<file path="config.mk">
export PLATFORM = sky130hd
export DESIGN_NAME = lfsr_rand_draw_flat
export DESIGN_NICKNAME = d
export VERILOG_FILES = /design/src/rtl/lfsr_rand_draw_if.sv /design/src/rtl/lfsr_rand_draw.sv /design/src/flat_wrapper.sv
export SDC_FILE = /design/constraint.sdc
export NUM_CORES = 1
export LEC_CHECK = 0
export BUFFER_PORTS_ARGS = -buffer_cell sky130_fd_sc_hd__buf_2
export CORE_ASPECT_RATIO = 1.2
export CORE_MARGIN = 2
export CORE_UTILIZATION = 45
export CTS_BUF_LIST = sky130_fd_sc_hd__clkbuf_8 sky130_fd_sc_hd__clkbuf_16
export DETAILED_ROUTE_END_ITERATION = 6
export PLACE_DENSITY = 0.72
export SLEW_MARGIN = 40
export SYNTH_ARGS = -nofsm -noshare
export SYNTH_HDL_FRONTEND = slang
export SYNTH_SLANG_ARGS = --single-unit
</file>
<file path="constraint.sdc">
create_clock -name clk -period 4 [get_ports clk]
set_input_delay 0.6 -clock clk [delete_from_list [all_inputs] [get_ports clk]]
set_output_delay 0.6 -clock clk [all_outputs]
set_load 0.1 [all_outputs]
</file>
<file path="src/rtl/lfsr_rand_draw_if.sv">
// Handshake bundle between the game-control requester and the LFSR ranged-draw source.
interface lfsr_rand_draw_if #(
    parameter int WIDTH = 4,
    parameter int OUT_W = 4
);
    logic             en;
    logic             seed_load;
    logic [WIDTH-1:0] seed_in;
    logic             req;
    logic             ready;
    logic             valid;
    logic [OUT_W-1:0] value;
    logic [WIDTH-1:0] lfsr_state;

    modport master (
        output en, seed_load, seed_in, req,
        input  ready, valid, value, lfsr_state
    );

    modport slave (
        input  en, seed_load, seed_in, req,
        output ready, valid, value, lfsr_state
    );
endinterface

</file>
<file path="src/rtl/lfsr_rand_draw.sv">
// Fibonacci LFSR with seed loading, lock-up recovery and a ranged-draw handshake.
// Optional macro RAND_NO_REPEAT_EN also rejects a candidate equal to the previous draw.
module lfsr_rand_draw #(
    parameter int               WIDTH   = 4,
    parameter logic [WIDTH-1:0] TAPS    = 4'h9,
    parameter logic [WIDTH-1:0] SEED    = 1,
    parameter int               OUT_W   = 4,
    parameter int               RANGE   = 9,
    parameter int               MAX_TRY = 8
) (
    input  logic              clk,
    input  logic              rst,
    lfsr_rand_draw_if.slave   bus
);

    localparam int CMP_W = (OUT_W > $clog2(RANGE) + 1) ? OUT_W : $clog2(RANGE) + 1;
    localparam int TRY_W = $clog2(MAX_TRY + 1);

    localparam logic [0:0] S_IDLE = 1'b0;
    localparam logic [0:0] S_DRAW = 1'b1;

    logic [0:0]       fsm_q;
    logic [WIDTH-1:0] lfsr_q;
    logic [WIDTH-1:0] lfsr_next;
    logic [OUT_W-1:0] value_q;
    logic [OUT_W-1:0] prev_q;
    logic             valid_q;
    logic [TRY_W-1:0] try_q;

    logic [OUT_W-1:0] cand;
    logic [CMP_W-1:0] cand_ext;
    logic [CMP_W-1:0] range_ext;
    logic [CMP_W-1:0] prev_inc;
    logic [OUT_W-1:0] fallback;
    logic             cand_ok;

    // A zero state would lock the register up, so it re-enters the sequence at SEED.
    function automatic logic [WIDTH-1:0] lfsr_step(input logic [WIDTH-1:0] s);
        if (s == '0)
            return SEED;
        return {s[WIDTH-2:0], ^(s & TAPS)};
    endfunction

    always_comb begin
        cand      = lfsr_q[OUT_W-1:0];
        cand_ext  = CMP_W'(cand);
        range_ext = CMP_W'(RANGE);
        prev_inc  = CMP_W'(prev_q) + CMP_W'(1);
        fallback  = (prev_inc == range_ext) ? '0 : prev_inc[OUT_W-1:0];
`ifdef RAND_NO_REPEAT_EN
        cand_ok   = (cand_ext < range_ext) && (cand != prev_q);
`else
        cand_ok   = (cand_ext < range_ext);
`endif
    end

    always_comb begin
        lfsr_next = lfsr_q;
        if (bus.seed_load)
            lfsr_next = (bus.seed_in == '0) ? SEED : bus.seed_in;
        else if ((fsm_q == S_DRAW) || bus.en)
            lfsr_next = lfsr_step(lfsr_q);
    end

    always_ff @(posedge clk or posedge rst) begin
        if (rst) begin
            fsm_q   <= S_IDLE;
            lfsr_q  <= SEED;
            value_q <= '0;
            prev_q  <= '0;
            valid_q <= 1'b0;
            try_q   <= '0;
        end else begin
            lfsr_q  <= lfsr_next;
            valid_q <= 1'b0;
            case (fsm_q)
                S_IDLE: begin
                    if (bus.req) begin
                        fsm_q <= S_DRAW;
                        try_q <= '0;
                    end
                end
                default: begin
                    // prev tracks the delivered value (fallback included) so repeats are judged against it.
                    if (cand_ok) begin
                        value_q <= cand;
                        prev_q  <= cand;
                        valid_q <= 1'b1;
                        fsm_q   <= S_IDLE;
                    end else if (try_q == TRY_W'(MAX_TRY - 1)) begin
                        value_q <= fallback;
                        prev_q  <= fallback;
                        valid_q <= 1'b1;
                        fsm_q   <= S_IDLE;
                    end else begin
                        try_q <= try_q + TRY_W'(1);
                    end
                end
            endcase
        end
    end

    assign bus.ready      = (fsm_q == S_IDLE);
    assign bus.valid      = valid_q;
    assign bus.value      = value_q;
    assign bus.lfsr_state = lfsr_q;

endmodule

</file>
<file path="src/flat_wrapper.sv">
// flat-port wrapper written by rule: the top's interface ports become plain ports
module lfsr_rand_draw_flat 
#(
    parameter int               WIDTH   = 4,
    parameter logic [WIDTH-1:0] TAPS    = 4'h9,
    parameter logic [WIDTH-1:0] SEED    = 1,
    parameter int               OUT_W   = 4,
    parameter int               RANGE   = 9,
    parameter int               MAX_TRY = 8
)
  (clk, rst, bus_en, bus_seed_load, bus_seed_in, bus_req, bus_ready, bus_valid, bus_value, bus_lfsr_state);
  lfsr_rand_draw_if #(.WIDTH(WIDTH), .OUT_W(OUT_W)) bus_i ();
  input  logic clk;
  input  logic rst;
  input wire logic [$bits(bus_i.en)-1:0] bus_en;
  input wire logic [$bits(bus_i.seed_load)-1:0] bus_seed_load;
  input wire logic [$bits(bus_i.seed_in)-1:0] bus_seed_in;
  input wire logic [$bits(bus_i.req)-1:0] bus_req;
  output wire logic [$bits(bus_i.ready)-1:0] bus_ready;
  output wire logic [$bits(bus_i.valid)-1:0] bus_valid;
  output wire logic [$bits(bus_i.value)-1:0] bus_value;
  output wire logic [$bits(bus_i.lfsr_state)-1:0] bus_lfsr_state;
  assign bus_i.en = bus_en;
  assign bus_i.seed_load = bus_seed_load;
  assign bus_i.seed_in = bus_seed_in;
  assign bus_i.req = bus_req;
  assign bus_ready = bus_i.ready;
  assign bus_valid = bus_i.valid;
  assign bus_value = bus_i.value;
  assign bus_lfsr_state = bus_i.lfsr_state;
  lfsr_rand_draw #(.WIDTH(WIDTH), .TAPS(TAPS), .SEED(SEED), .OUT_W(OUT_W), .RANGE(RANGE), .MAX_TRY(MAX_TRY)) u_core (.clk(clk), .rst(rst), .bus(bus_i));
endmodule
</file>
==> impl_metrics.ini, run 1 <==
[drt]
routed_wirelength_um = 1710
first_pass_iters = 4
ant_nets = 0
routedWlPerCell_um = 13.3
vias = 765
drcViolationCount = 0
drt_iter0_drc = 24
viasPerCell = 5.98

[sta]
worst_pin_slew_ns = 0.538
skew_ns = 0.000405
max_freq_ghz = 0.506
rsz0062_at_grt = no
setup_viol = 0
setup-tns-final_ns = 0
relSlewSlack_pct = 64.1
min_period_ns = 1.98
slew_viol_final = 0
final-hold-violation-count = 0
fin_crit_sh_pct = 49.4

[placed_design]
port_buffers = 18
dp_cells = 124
place_hpwl_um = 1300
postPlaceCellArea_um2 = 973
gp_congestion = 0.869

[grt]
grt_overflow = 0
grt_antenna_before_repair = 0
grt_max_degree = 15
grt_pass1_vias = 680
grt_usage_pct = 17.9
grt_pass1_wl_um = 2990

[pwr]
switching_share_pct = 51.6
p_clk_share_pct = 19.0
vdd_drop_max_uv = 311
power_leakage_nw = 0.494
power.internal_mw = 0.353
seqPwrFrac_pct = 32.2
p_comb_share_pct = 48.8
p_total_mw = 0.729
p_switching_mw = 0.376
powerDensity_mw_per_mm2 = 709

[clock_tree]
cts_setup_buffers = 0
cts.htree.levels = 1
ctsHoldBuffers = 0
cts_num_sinks = 14
numCtsBuffers = 3
cts_resized = 0
clk_pin_slew_ns = 0.06
clockRootBuffer = clkbuf_8
clockBufferDepth = 2
tritoncts = yes
clk_latency_ns = 0.24

[cells_and_area]
drive_above_1_share_pct = 25.7
layout_commonest_cell = buf_2
diodes = 0
n_fill_cell = 159
design_area_mm2 = 0.00103
syn_to_final_growth_pct = 17.8
multi_input_area_um2 = 485
layout.nets = 122
utilization_pct = 56.2
fin_cells = 128
final_cell_mix = 18 x buf_2, 13 x dfrtp_1, 9 x nand2_1
seq_area_um2 = 352

[worst_setup_path]
arrival_ns = 1.38
slowest_stage = dfrtp_1
start_kind = flop
cp_data_required_time_ns = 3.40
path_delay_family = buffers and inverters
slowest_delay_ns = 0.52
crit_fanout = 14
worstPathCellList = inv_1 -> buf_2
critPathBufInv = 2
crit_path_end_kind = primary output
critPathKind = flop to primary output

[synth]
synth.distinct_cells = 42
synth.avg_cell_area_um2 = 9.70
synth_nets = 102
ys.flop_type = dfrtp_1
netlist_area_um2 = 873
yosysWarnings = 0
ys_seq_area_share_pct = 40.3
syn_inst = 90
synth_edf_count = 0
ys_seq_elements = 14
async_flop_share_pct = 100

[floorplan]
dieArea_mm2 = 0.00231
die_y_um = 52.3
core_area_mm2 = 0.00183
die_w_um = 44.2
num_rows = 17
io_pins = 19
initial_utilization_pct = 47.7

[worst_hold_path]
hold_class = input port to async pin

[run_status]
status = finished, final reports clean

[run]
cap_violations = 0
==> sequential cells by signal, indices dropped and copies added, names as in the netlist <==
name                   cells
u_core.bus.lfsr_state      4
u_core.bus.value           4
u_core.try_q               4
u_core.fsm_q               1
u_core.bus.valid           1
==> worst reg2reg max path, stage by stage, from the launching register on <==
cell and delay (ns):
dfrtp_1 0.41, ha_1 0.27, and3b_1 0.21, nor3_1 0.35, mux2i_1 0.22
==> power by group through the flow <==
stage,Sequential (mW),Combinational (mW),Clock [mW]
final,0.235,0.356,0.138
after global routing,0.244,0.377,0.150
after CTS,0.235,0.358,0.141
after detailed placement,0.238,0.356,0
after global placement,0.234,0.354,0
after floorplan,0.388,0.143,0
==> cells in the mapped netlist (2+ instances only) <==
library cell,n,area share [%]
mux2i_1,4,4.6
ha_1,3,4.3
buf_2,2,1.1
and4b_1,2,2.3
o21ai_0,5,2.9
nand2_1,9,3.9
nor3_1,4,2.3
dfrtp_1,13,37
nand3_1,3,1.7
nor2_1,3,1.3
nand2b_1,6,4.3
inv_1,6,2.6
==> routing by layer <==
layer  global-route usage [%]  part of all wire [%]  up-vias  wire length, µm
li1                         -                     -      374                -
met1                     22.7                    46      365              784
met2                     26.5                    48       22              819
met3                     5.86                   4.2        4               72
met4                     9.60                   1.7        0               29
met5                        0                     0        -                0
==> per-stage QoR <==
step / setup WS (ns) / hold WS, ns
2_1_floorplan: 1.93 / 0.478
3_3_place_gp: 2.31 / 0.500
3_5_place_dp: 2.28 / 0.512
4_1_cts: 2.02 / 0.401
5_1_grt: 1.95 / 0.432
6_report: 2.02 / 0.387
==> final timing paths <==
| kind | slack, ns | startpoint | to | cells past startpoint |
|---|---|---|---|---|
| max in group asynchronous | 3.25 | rst | u_core.bus.lfsr_state[0] | 2 |
| worst max register to register | 2.46 | u_core.try_q[0] | u_core.try_q[0] | 4 |
| min in group clk | 0.51 | u_core.try_q[0] | u_core.try_q[0] | 1 |
| worst min-delay path | 0.39 | rst | u_core.try_q[3] | 2 |
| worst max-delay path | 2.02 | u_core.fsm_q | bus_ready | 2 |
| worst min register to register | 0.51 | u_core.try_q[0] | u_core.try_q[0] | 1 |
==> cell type report <==
type / count / area share [%]
clock buffers: 4 / 5.35
inverters: 6 / 2.19
flip-flops and latches: 14 / 34.2
well taps: 19 / 2.31
repair buffers: 18 / 8.76
multi-input cells: 67 / 47.2
==> logic make-up (layout without fill, tap and decap cells) <==
family,Yosys count,in the layout,synth area share [%]
simple gates,35,35,22.5
mux,5,5,5.87
flops,14,14,40.3
compound gates,24,24,22.9
buf+inv,9,28,4.15
fa+ha+maj,3,3,4.30
Power figures use the tool's default switching activity.
==> run 2, diff against run 1 <==
==> constraint.sdc (replaced) <==
create_clock -name clk -period 1.9 [get_ports clk]
set_input_delay 0.285 -clock clk [delete_from_list [all_inputs] [get_ports clk]]
set_output_delay 0.285 -clock clk [all_outputs]
set_load 0.1 [all_outputs]
==> impl_metrics.ini, run 2 (same netlist as run 1, synthesis figures left out) <==
[run_status]
status = finished, final reports clean

[worst_setup_path]
r2r_end = u_core.bus.value[2]
critPathKind = flop to primary output
cp_data_required_time_ns = 1.62
reg2reg_slack_ns = 0.38
crit-reg2reg-launch = u_core.try_q[0]
reg2regPathDepth = 5
crit_path_end_kind = primary output
start_kind = flop
arrival_ns = 1.44
crit_fanout = 14

[cells_and_area]
final_cell_mix = 18 x buf_2, 11 x dfrtp_1, 9 x nand2_1
layout.nets = 122
syn_to_final_growth_pct = 18.1
utilization_pct = 56.4
n_fill_cell = 163
layout_commonest_cell = buf_2
diodes = 0
drive_above_1_share_pct = 27.5

[pwr]
powerDensity_mw_per_mm2 = 1490
p_comb_share_pct = 48.7
power_leakage_nw = 0.492
switching_share_pct = 51.5
vdd_drop_max_uv = 759
power.internal_mw = 0.745
seqPwrFrac_pct = 32.5
p_switching_mw = 0.792
p_clk_share_pct = 18.8

[floorplan]
die_w_um = 44.2
io_pins = 19
dieArea_mm2 = 0.00231
core_area_mm2 = 0.00183
initial_utilization_pct = 47.7
die_y_um = 52.3
num_rows = 17

[sta]
setup-tns-final_ns = 0
relSlewSlack_pct = 64.6
slew_viol_final = 0
min_period_ns = 1.73
skew_ns = 0.00243
setup_viol = 0
final-hold-violation-count = 0
rsz0062_at_grt = no
worst_pin_slew_ns = 0.531
max_freq_ghz = 0.578
fin_crit_sh_pct = 91.0

[clock_tree]
cts.htree.levels = 1
clockBufferDepth = 2
clk_latency_ns = 0.24
tritoncts = yes
numCtsBuffers = 3
clk_pin_slew_ns = 0.06
cts_setup_buffers = 0
cts_resized = 0
clockRootBuffer = clkbuf_8
ctsHoldBuffers = 0
cts_num_sinks = 14

[drt]
routedWlPerCell_um = 14.4
first_pass_iters = 4
ant_nets = 0
viasPerCell = 5.74
drt_iter0_drc = 14
drcViolationCount = 0
routed_wirelength_um = 1840
vias = 735

[run]
cap_violations = 0

[grt]
grt_antenna_before_repair = 0
grt_max_degree = 15
grt_usage_pct = 20.6
grt_pass1_wl_um = 3450
grt_pass1_vias = 766
grt_overflow = 0

[placed_design]
gp_congestion = 0.803
place_hpwl_um = 1370
port_buffers = 18

[worst_hold_path]
hold_class = input port to async pin
==> run 2: area by class of cell <==
class                           instances  area (µm²)  share of cell area [%]
Clock buffer                            4        55.1                    5.34
Inverter                                6        22.5                    2.18
Multi-Input combinational cell         67         485                    47.1
Sequential cell                        14         354                    34.3
Tap cell                               19        23.8                    2.31
Timing Repair Buffer                   18        90.1                    8.74
==> run 2: metal layers <==
layer | global-route usage (%) | vias to the layer above | routed length [µm]
li1 | - | 373 | -
met1 | 25.7 | 340 | 820
met2 | 32.8 | 20 | 936
met3 | 4.48 | 2 | 65
met4 | 10.6 | 0 | 17
met5 | 0 | - | 0
==> run 2: power by group through the flow <==
stage          registers, mW  clock network [mW]  logic (mW)
3_5_place_dp           0.506                   0       0.749
5_1_grt                0.517               0.310       0.804
2_1_floorplan          0.819                   0       0.301
3_3_place_gp           0.499                   0       0.742
6_report               0.499               0.289       0.749
4_1_cts                0.501               0.297       0.753
==> run 2: critical path, cell delays in order (launching register included) <==
cell and delay, ns:
dfrtp_1 0.54, inv_1 0.21, buf_2 0.45
==> run 2: stage by stage <==
stage | cells | total power, mW | setup slack (ns) | hold WS, ns | instance area, µm²
finish | 128 | 1.54 | 0.171 | 0.0704 | 1030
global route | 128 | 1.63 | 0.109 | 0.117 | 1030
CTS | 128 | 1.55 | 0.174 | 0.0946 | 1030
detailed placement | 124 | 1.26 | 0.389 | 0.358 | 976
global placement | 124 | 1.24 | 0.418 | 0.352 | 976
floorplan | 90 | 1.12 | -0.0551 | 0.173 | 876
==> run 2: how the worst max path moves through the flow <==
| stage | startpoint | to | cells past startpoint |
|---|---|---|---|
| floorplan | u_core.bus.value[1] | u_core.bus.value[1] | 4 |
| global placement | u_core.try_q[0] | u_core.bus.value[2] | 5 |
| detailed placement | u_core.try_q[0] | u_core.bus.value[2] | 5 |
| CTS | u_core.fsm_q | bus_ready | 2 |
| global route | u_core.fsm_q | bus_ready | 2 |
| finish | u_core.fsm_q | bus_ready | 2 |
==> run 3, diff against run 2 <==
--- a/config.mk
+++ b/config.mk
@@ -6,12 +6,13 @@
 export NUM_CORES = 1
 export LEC_CHECK = 0
 export BUFFER_PORTS_ARGS = -buffer_cell sky130_fd_sc_hd__buf_2
-export CORE_ASPECT_RATIO = 1.2
 export CORE_MARGIN = 2
 export CORE_UTILIZATION = 45
 export CTS_BUF_LIST = sky130_fd_sc_hd__clkbuf_8 sky130_fd_sc_hd__clkbuf_16
 export DETAILED_ROUTE_END_ITERATION = 6
+export HOLD_SLACK_MARGIN = 0.06
 export PLACE_DENSITY = 0.72
+export SETUP_SLACK_MARGIN = 0.2
 export SLEW_MARGIN = 40
 export SYNTH_ARGS = -nofsm -noshare
 export SYNTH_HDL_FRONTEND = slang
==> impl_metrics.ini, run 3 (same netlist as run 1, synthesis figures left out) <==
[sta]
final-hold-violation-count = 0
setup-tns-final_ns = 0
min_period_ns = 1.65
worst_pin_slew_ns = 0.531
rsz0062_at_grt = no
relSlewSlack_pct = 64.5
slew_viol_final = 0
hold_slack_ns = 0.0686
fin_crit_sh_pct = 87.1
setup_viol = 0
max_freq_ghz = 0.605
skew_ns = 0.00851

[worst_setup_path]
crit-reg2reg-launch = u_core.try_q[0]
slowest_delay_ns = 0.68
path_delay_family = flip-flops
cp_data_required_time_ns = 1.62
start_kind = flop
critPathKind = flop to primary output
slowest_stage = dfstp_4
crit_fanout = 9
worstPathCellList = buf_2
arrival_ns = 1.37
critPathLaunch = u_core.bus.lfsr_state[0]
crit_path_end_kind = primary output
critPathBufInv = 1

[drt]
first_pass_iters = 4
viasPerCell = 5.57
drt_iter0_drc = 16
ant_nets = 0
vias = 746
met1_length_um = 878
dr_wl_met2_um = 869
met3WireLength_um = 52
routed_wirelength_um = 1850
drcViolationCount = 0
dr.max_layer_used = met4
routedWlPerCell_um = 13.8

[clock_tree]
cts_num_sinks = 14
ctsHoldBuffers = 0
clk_pin_slew_ns = 0.06
tritoncts = yes
numCtsBuffers = 3
clockBufferDepth = 2
clk_latency_ns = 0.24
clockRootBuffer = clkbuf_8
cts.htree.levels = 1

[cells_and_area]
n_fill_cell = 156
diodes = 0
layout.nets = 122
final_cell_mix = 17 x buf_2, 9 x nand2_1, 8 x dfrtp_1
utilization_pct = 58.4
drive_above_1_share_pct = 29.4
design_area_mm2 = 0.00104
layout_commonest_cell = buf_2
syn_to_final_growth_pct = 19.2

[floorplan]
num_rows = 15
die_w_um = 48.1
die_y_um = 48.1
initial_utilization_pct = 49.0
io_pins = 19
dieArea_mm2 = 0.00231
core_area_mm2 = 0.00178

[grt]
grt_overflow = 0
grt_pass1_wl_um = 2990
grt_usage_pct = 19.0
grt_antenna_before_repair = 0
grt_pass1_vias = 701
grt_max_degree = 15

[run_status]
status = finished, final reports clean

[pwr]
powerDensity_mw_per_mm2 = 1450
vdd_drop_max_uv = 872
power_leakage_nw = 0.489
p_switching_mw = 0.790
switching_share_pct = 52.4
power.internal_mw = 0.718
p_comb_share_pct = 49.8
p_clk_share_pct = 16.0
seqPwrFrac_pct = 34.2
p_total_mw = 1.51

[placed_design]
postPlaceCellArea_um2 = 993
place_hpwl_um = 1360
gp_congestion = 0.872
port_buffers = 18

[run]
cap_violations = 0

[worst_hold_path]
hold_class = input port to async pin
run 3: cell count changes in the layout (fill, tap and decap cells not counted), sizes merged:
cell | previous run | this run
clkbuf | 4 | 3
inv | 6 | 7
run 3: power groups by stage:
stage / registers [mW] / clock network, mW / logic (mW)
6_report: 0.515 / 0.241 / 0.751
5_1_grt: 0.531 / 0.265 / 0.805
4_1_cts: 0.514 / 0.247 / 0.755
3_5_place_dp: 0.520 / 0 / 0.749
3_3_place_gp: 0.511 / 0 / 0.746
2_1_floorplan: 0.832 / 0 / 0.300
run 3: timing repair:
| item | CTS | global route |
|---|---|---|
| gates resized for setup | 1 | 0 |
| setup buffers | 0 | 0 |
| endpoints found under the setup margin | 1 | 0 |
run 3: path summary, 6_finish.rpt:
path	to	slack, ns	depth (start not counted)
setup / recovery	bus_lfsr_state[0]	0.25	1
min in group clk	u_core.bus.lfsr_state[3]	0.26	3
hold reg to reg	u_core.try_q[0]	0.51	1
setup reg to reg	u_core.bus.value[0]	0.37	4
max in group asynchronous	u_core.bus.value[0]	1.42	2
hold / removal	u_core.bus.lfsr_state[1]	0.07	2
run 3: routing by layer:
metal,GRT usage [%],up-vias
met3,3.40,8
met5,0,-
met2,30.4,18
li1,-,374
met4,10.3,0
met1,24.1,346
run 3: layout make-up:
class / instances / area (µm²) / share of cell area [%]
Sequential cell: 14 / 364 / 35.0
Tap cell: 25 / 31.3 / 3.00
Clock inverter: 1 / 3.75 / 0.361
Clock buffer: 3 / 41.3 / 3.97
Timing Repair Buffer: 18 / 92.6 / 8.89
Inverter: 6 / 22.5 / 2.16
Multi-Input combinational cell: 67 / 485 / 46.6
run 3: per-stage QoR:
| step | cells | setup WS, ns |
|---|---|---|
| floorplan | 90 | 0.233 |
| global placement | 130 | 0.391 |
| detailed placement | 130 | 0.382 |
| CTS | 134 | 0.248 |
| global route | 134 | 0.230 |
| finish | 134 | 0.246 |
